[src/rtl/sync_fifo_flex.sv]
// sync_fifo_flex: single-clock FIFO with selectable registered or
// first-word-fall-through read, programmable almost-full/almost-empty flags,
// an occupancy output, synchronous flush and sticky overflow/underflow flags.
module sync_fifo_flex #(
    parameter int DATA_WIDTH = 8,
    parameter int DEPTH      = 16,
    parameter int AF_THRESH  = 14,
    parameter int AE_THRESH  = 2,
    parameter int FWFT       = 0
) (
    input  logic                         clk,
    input  logic                         rst,
    input  logic                         flush,
    input  logic                         wr_en,
    input  logic [DATA_WIDTH-1:0]        din,
    input  logic                         rd_en,
    output logic [DATA_WIDTH-1:0]        dout,
    output logic                         full,
    output logic                         empty,
    output logic                         almost_full,
    output logic                         almost_empty,
    output logic [$clog2(DEPTH+1)-1:0]   count,
    output logic                         overflow,
    output logic                         underflow
);

    localparam int AW = $clog2(DEPTH);
    localparam int CW = $clog2(DEPTH + 1);

    localparam logic [CW-1:0] DEPTH_C = CW'(DEPTH);
    localparam logic [CW-1:0] AF_C    = CW'(AF_THRESH);
    localparam logic [CW-1:0] AE_C    = CW'(AE_THRESH);
    localparam logic [CW-1:0] CNT_ONE = CW'(1);
    localparam logic [AW-1:0] PTR_ONE = AW'(1);
    localparam logic [AW-1:0] PTR_MAX = AW'(DEPTH - 1);

    // Refuse to elaborate with a geometry the flags cannot represent.
    if (DEPTH < 2) begin : g_bad_depth
        $error("sync_fifo_flex: DEPTH must be >= 2");
    end
    if (AF_THRESH < 1 || AF_THRESH > DEPTH) begin : g_bad_af
        $error("sync_fifo_flex: AF_THRESH must be in 1..DEPTH");
    end
    if (AE_THRESH < 0 || AE_THRESH > DEPTH - 1) begin : g_bad_ae
        $error("sync_fifo_flex: AE_THRESH must be in 0..DEPTH-1");
    end

    logic [DATA_WIDTH-1:0] mem [DEPTH];
    logic [AW-1:0]         wr_ptr;
    logic [AW-1:0]         rd_ptr;
    logic [CW-1:0]         count_r;
    logic                  wr_ok;
    logic                  rd_ok;

    assign count        = count_r;
    assign empty        = (count_r == '0);
    assign full         = (count_r == DEPTH_C);
    assign almost_full  = (count_r >= AF_C);
    assign almost_empty = (count_r <= AE_C);

    // Accept decisions; a write into a full FIFO is allowed only alongside a read.
    always_comb begin
        rd_ok = rd_en & ~empty;
        wr_ok = wr_en & (~full | rd_en);
    end

    // Pointers, occupancy and sticky error flags; flush overrides any request.
    always_ff @(posedge clk or posedge rst) begin
        if (rst) begin
            wr_ptr    <= '0;
            rd_ptr    <= '0;
            count_r   <= '0;
            overflow  <= 1'b0;
            underflow <= 1'b0;
        end else if (flush) begin
            wr_ptr    <= '0;
            rd_ptr    <= '0;
            count_r   <= '0;
            overflow  <= 1'b0;
            underflow <= 1'b0;
        end else begin
            if (wr_ok) begin
                wr_ptr <= (wr_ptr == PTR_MAX) ? '0 : wr_ptr + PTR_ONE;
            end
            if (rd_ok) begin
                rd_ptr <= (rd_ptr == PTR_MAX) ? '0 : rd_ptr + PTR_ONE;
            end
            case ({wr_ok, rd_ok})
                2'b10:   count_r <= count_r + CNT_ONE;
                2'b01:   count_r <= count_r - CNT_ONE;
                default: count_r <= count_r;
            endcase
            if (wr_en && !wr_ok) begin
                overflow <= 1'b1;
            end
            if (rd_en && empty) begin
                underflow <= 1'b1;
            end
        end
    end

    // Storage array; contents are left untouched by reset and flush.
    always_ff @(posedge clk) begin
        if (wr_ok && !flush) begin
            mem[wr_ptr] <= din;
        end
    end

    if (FWFT != 0) begin : g_fwft
        // Head word is presented combinationally; zero while empty.
        assign dout = empty ? '0 : mem[rd_ptr];
    end else begin : g_reg
        // Registered read: data appears the cycle after an accepted read.
        always_ff @(posedge clk or posedge rst) begin
            if (rst) begin
                dout <= '0;
            end else if (flush) begin
                dout <= '0;
            end else if (rd_ok) begin
                dout <= mem[rd_ptr];
            end
        end
    end

endmodule

[config.mk]
export PLATFORM = sky130hd
export DESIGN_NAME = sync_fifo_flex
export DESIGN_NICKNAME = d
export VERILOG_FILES = /design/src/rtl/sync_fifo_flex.sv
export SDC_FILE = /design/constraint.sdc
export NUM_CORES = 1
export LEC_CHECK = 0
export CAP_MARGIN = 10
export CORE_MARGIN = 2
export CORE_UTILIZATION = 38
export CTS_BUF_LIST = sky130_fd_sc_hd__clkbuf_4 sky130_fd_sc_hd__clkbuf_8
export CTS_CLUSTER_DIAMETER = 30
export DETAILED_ROUTE_END_ITERATION = 16
export GPL_TIMING_DRIVEN = 0
export PLACE_DENSITY = 0.56
export REMOVE_ABC_BUFFERS = 1
export SLEW_MARGIN = 10
export SYNTH_ARGS = -nofsm -noshare
export SYNTH_HDL_FRONTEND = slang
export SYNTH_SLANG_ARGS = --single-unit
[constraint.sdc]
create_clock -name clk -period 2.92 [get_ports clk]
set_input_delay 0.438 -clock clk [delete_from_list [all_inputs] [get_ports clk]]
set_output_delay 0.438 -clock clk [all_outputs]
set_load 0.01 [all_outputs]
==> Yosys cells after proc, flatten, opt, wreduce, memory -nomap -nowiden <==
Memories as Yosys holds them, arrays and structs flattened.
Cells that the tools add are included.
{ "word_totals": {"output_inout_bits": 19, "word_cells": 50, "in_bits": 13, "mem_count": 1, "ram_bits": 128, "ff_bits": 23} }
{ "mem_list": {"columns": ["name", "words", "width", "read_ports", "rd_ports_with_merged_regs", "wr", "line_no", "rtl"], "rows": [
  ["mem", 16, 8, 1, 0, 1, "48", "logic [DATA_WIDTH-1:0] mem [DEPTH];"]
]} }
{ "op_classes": {"n_mux": 16, "bitwise": 5, "n_eq_ne": 5, "reduce_logical": 11, "magnitude_cmp": 2, "n_addsub": 4} }
{ "ops": {"columns": ["operator", "n"], "rows": [
  ["4-bit 2-to-1 mux", 6],
  ["8-bit 2-to-1 mux", 2],
  ["5-bit one-hot mux with 2 select lines", 1],
  ["4-bit by 1-bit adder with 4-bit output, second input constant", 2],
  ["4-bit == test, second input constant", 2],
  ["2-bit nonzero test", 4],
  ["1-bit 2-to-1 mux", 6],
  ["5-bit by 1-bit adder with 5-bit output, second input constant", 1],
  ["5-bit == test, second input constant", 1],
  ["5-bit by 4-bit greater-or-equal comparator with 1-bit output, second input constant", 1],
  ["5-bit by 2-bit <= comparator with 1-bit output, second input constant", 1],
  ["5-bit logical NOT", 1],
  ["5-bit 2-to-1 mux", 1],
  ["5-bit by 1-bit subtractor with 5-bit output, second input constant", 1],
  ["1-bit logical AND", 3],
  ["3-bit nonzero test", 1],
  ["1-bit AND", 2],
  ["2-bit by 1-bit == test with 1-bit output, second input constant", 1],
  ["2-bit == test, second input constant", 1],
  ["1-bit logical NOT", 2],
  ["1-bit NOT", 2],
  ["1-bit bitwise OR", 1]
]} }

==> Depth between registers and ports, before layout <==
{ "logic_depth": {"word_depth": 8, "ltp_mapped": 10} }

==> Least setup slack after synthesis <==
No wires, ideal clock.
{ "synth_timing": {"path_kind": "flip-flop to flip-flop", "start": "reg count_r[1] (netlist: count[1])", "end": "reg count_r[4] (netlist: count[4])", "setup_slack_ps": 476, "n_path_buf": 2, "setup_time_ps": 69, "stages_incl_launch_ff": 11, "arrival_ps": 2375, "required_time_ps": 2851, "path_cell_list": "dfrtp_1 > buf_6 > or4_4 > buf_6 > o21bai_4 > inv_1 > ha_1 > a31o_2 > mux2i_1 > or4_1 > nand3_1"} }
{ "synth_between": {"elab_chain_len": 7, "elab_cells_between_ends": 14, "classes_between": "add/sub: 2; eq/ne: 3; mux: 2; bitwise: 5; reduce/logical: 2"} }
{ "synth_rtl": {"columns": ["item", "line_no", "rtl"], "rows": [
  ["start, declared", "51", "logic [CW-1:0] count_r;"],
  ["start signal, assigned", "89", "2'b10: count_r <= count_r + CNT_ONE;"],
  ["start signal, assigned", "90", "2'b01: count_r <= count_r - CNT_ONE;"],
  ["start signal, assigned", "91", "default: count_r <= count_r;"],
  ["5-bit == test", "57", "assign full = (count_r == DEPTH_C);"],
  ["1-bit NOT", "64", "wr_ok = wr_en & (~full | rd_en);"],
  ["1-bit bitwise OR", "64", null],
  ["1-bit AND", "64", null],
  ["2-bit by 1-bit == test with 1-bit output or 2-bit == test (tied branches)", "88", "case ({wr_ok, rd_ok})"],
  ["5-bit one-hot mux with 2 select lines", "88", null],
  ["5-bit 2-to-1 mux", "75", "end else if (flush) begin"]
]} }
Several ways; a longest one is shown, not always the timed one.
A chain may end at the register's enable or synchronous reset.

==> Worst setup path in the final report <==
{ "layout_timing": {"start": "in flush", "end": "mem mem[15][0], enable pin"} }
{ "layout_between": {"elab_chain_len": 4} }
{ "layout_rtl": {"columns": ["item", "line_no", "rtl"], "rows": [
  ["start, declared", "13", "input logic flush,"],
  ["1-bit logical NOT", "104", "if (wr_ok && !flush) begin"],
  ["1-bit logical AND", "104", null],
  ["1-bit 2-to-1 mux", "104", null],
  ["1-bit 2-to-1 mux (not written as such)", "105", "mem[wr_ptr] <= din;"],
  ["end, declared", "48", null]
]} }
No other way between the ends.

==> results by group <==
Status
  • Status: finished, final reports clean

Timing
  • Fin crit share: 93.86%
  • Max Clk Rate: 364.9 MHz
  • Final setup vio count: 0
  • Worst slew pin tran: 1.014 ns
  • Unrepaired setup endpoints after global routing: no
  • Hold Violations, Final: 0
  • Final min period: 2.741 ns
  • Worst slew margin: 32.19%
  • Hold slack final: 0.4967 ns
  • Crit path setup slack, layout: 0.1793 ns
  • Fin. max-slew vios: 0
  • Clock skew: 0.006839 ns

Final layout
  • Share of cells above drive strength 1: 22.31%
  • Final instance area: 7222 um^2
  • Nets: 406
  • Synth-to-layout area growth: 15.63%
  • Number of antenna diodes: 0

CTS
  • Post-CTS Setup Bufs: 0
  • Worst-Skew Late Latency: 0.44 ns
  • Cts bufs inserted: 17
  • Clock Path Buffers: 2
  • Clock Sinks: 151
  • CTS root buf: clkbuf_8
  • Worst-path clk slew: 0.08 ns
  • Htree depth: 4
  • CTS tree: built

Worst setup path
  • Worst setup EP type: register
  • Setup Crit Path Kind: input pin to register
  • Crit path DAT: 2.81 ns
  • Data required time of the worst path: 2.99 ns
  • Crit path launch type: input pin
  • Crit Path Max Fanout: 29

Synthesis
  • Top post-synthesis cells by count: 128 x edfxtp_1, 32 x mux4_2, 31 x nor2_1
  • Syn Area/Cell: 17.74 um^2
  • #FFs+latches synth: 151
  • Synth Warn #: 0
  • Cells after synthesis: 352
  • Share of the synthesized area in the top cell type: 61.54%
  • Synth top area cells: edfxtp_1 62%, mux4_2 12%, dfrtp_1 9.2%
  • Register area share after synthesis: 70.75%
  • Cell taking the most area after synthesis: edfxtp_1
  • Ys async rst share: 15.23%
  • Most used DFF post-synth: edfxtp_1
  • Yosys cell types: 41
  • Number of synthesized flops with an enable pin: 128
  • Post-Syn Area: 6246 um^2
  • Count leader, synth: edfxtp_1

Global route
  • GRT busiest layer: met2
  • GRT met3 Usage: 3.037%
  • Global-route wire length before repair: 19,220 um
  • GR Util met1: 21.28%
  • Grt ovf: 0
  • Vias in the first global route: 3,211
  • Gr usage total: 15.23%
  • Grt met2 use: 23.44%
  • Initial antenna violation count: 0
  • Pin count of the biggest net entering global routing: 31

Power and ir drop
  • Sw frac: 27.76%
  • PD cells: 720.9 nW/um^2
  • P_int: 3.761 mW
  • Final total power: 5.206 mW
  • Leak: 2.335 nW
  • Reg power frac: 49.4%
  • VDD IR max: 364.3 uV
  • Clock power share: 29.8%
  • Comb pwr share: 20.8%
  • Sw Pwr: 1.445 mW

Placed design
  • Place WS: -0.3538 ns
  • DP HPWL: 8178 um
  • RD Place Congestion: 0.7752
  • Area after DPL: 6823 um^2
  • Port Buffers: 31

Floorplanning
  • Num ports: 32
  • Rows: 46
  • Initial core utilization: 39.04%
  • Die area: 17,480 um^2
  • DIE WIDTH: 132.2 um
  • Core area: 16,000 um^2
  • Die height: 132.2 um

Drt
  • Antenna Violating Nets Remaining: 0
  • Total routed wirelength: 12,430 um
  • DRC viols: 0
  • TritonRoute pass-1 iters: 4
  • Via density: 5.224
  • Drt wl/cell: 20.22 um
  • Via count: 3,213
  • DR iter-0 viols: 247

Flow run
  • Max Cap Viol: 0

Min path
  • Min-delay worst type: input pin to async pin
[worst paths after layout]
kind / from / end / slack (ns) / depth (start not counted)
min reg2reg: underflow / underflow / 0.51 / 2
max in group asynchronous: rst / rd_ptr[2] / 1.80 / 2
min in group clk: underflow / underflow / 0.51 / 2
max reg2reg: count[2] / mem[15][0] / 0.36 / 5
min: rst / dout[2] / 0.50 / 2
max: flush / mem[15][0] / 0.18 / 4
[per-stage QoR]
step / utilization [%] / cells / TNS [ns]
after global placement: 42.02 / 578 / -39.36
after CTS: 45.10 / 615 / 0
after floorplan: - / 331 / 0
final: 45.14 / 615 / 0
after detailed placement: 42.64 / 583 / -29.50
after global routing: 45.14 / 615 / 0
[critical path: stages]
cell	delay, ns
clkdlybuf4s50_1	0.94
nor2_1	0.44
nand2_1	0.20
nor2_1	0.79
[state kept, by name, indices dropped and copies added, names as in the netlist]
signal     count
mem          128
underflow      1
count          5
dout           8
overflow       1
rd_ptr         4
wr_ptr         4
[power by group through the flow]
stage | sequential [mW] | clock (mW) | combinational [mW]
finish | 2.57 | 1.55 | 1.08
global route | 2.59 | 1.67 | 1.18
CTS | 2.57 | 1.60 | 1.11
detailed placement | 2.62 | 0 | 1.11
global placement | 2.71 | 0 | 0.966
floorplan | 2.67 | 0 | 0.571
[final cells by class]
cell class / count / area [um^2]
Fill cell: 1424 / 8778
Sequential cell: 151 / 4423
Multi-Input combinational cell: 173 / 1723
Timing Repair Buffer: 36 / 385.4
Tap cell: 216 / 270.3
Clock buffer: 18 / 241.5
Clock inverter: 14 / 152.6
Inverter: 7 / 26.28
[timing repair]
action,CTS,global route
hold buffers,0,0
endpoints found under the setup margin,0,9
resized for setup,0,2
endpoints found under the hold margin,0,0
[layout by cell type, fill, tap and decap left out, types with 3 or more instances in the layout]
cell type and instances:
clkbuf_8 17, clkinv_4 4, dfrtp_1 20, ha_1 7
mux2i_1 20, edfxtp_1 128, nor3_2 4, nand2b_1 6
mux4_2 32, o221ai_1 8, nand3b_1 8, buf_12 3
clkinvlp_4 4, clkdlybuf4s50_1 31, xnor2_1 4, nor2_1 29
a21oi_1 8, inv_1 7, dfrtp_2 3, nand2_1 13
o21ai_0 4
[cells by family after synthesis]
family / Yosys count / share of synthesized area, %
xor gates and xnor gates: 5 / 0.7011
adders and majority gates: 7 / 1.402
AOI/OAI and AO/OA: 31 / 3.927
muxes: 53 / 14.92
DFF: 151 / 70.75
buffers and inverters: 28 / 2.063
and+or+nand+nor: 77 / 6.230
[metal layers]
metal	vias up	share of wire, %
met1	1660	46
li1	1454	-
met5	-	0
met4	0	1.8
met3	17	3.8
met2	82	48
Power figures use the tool's default switching activity.
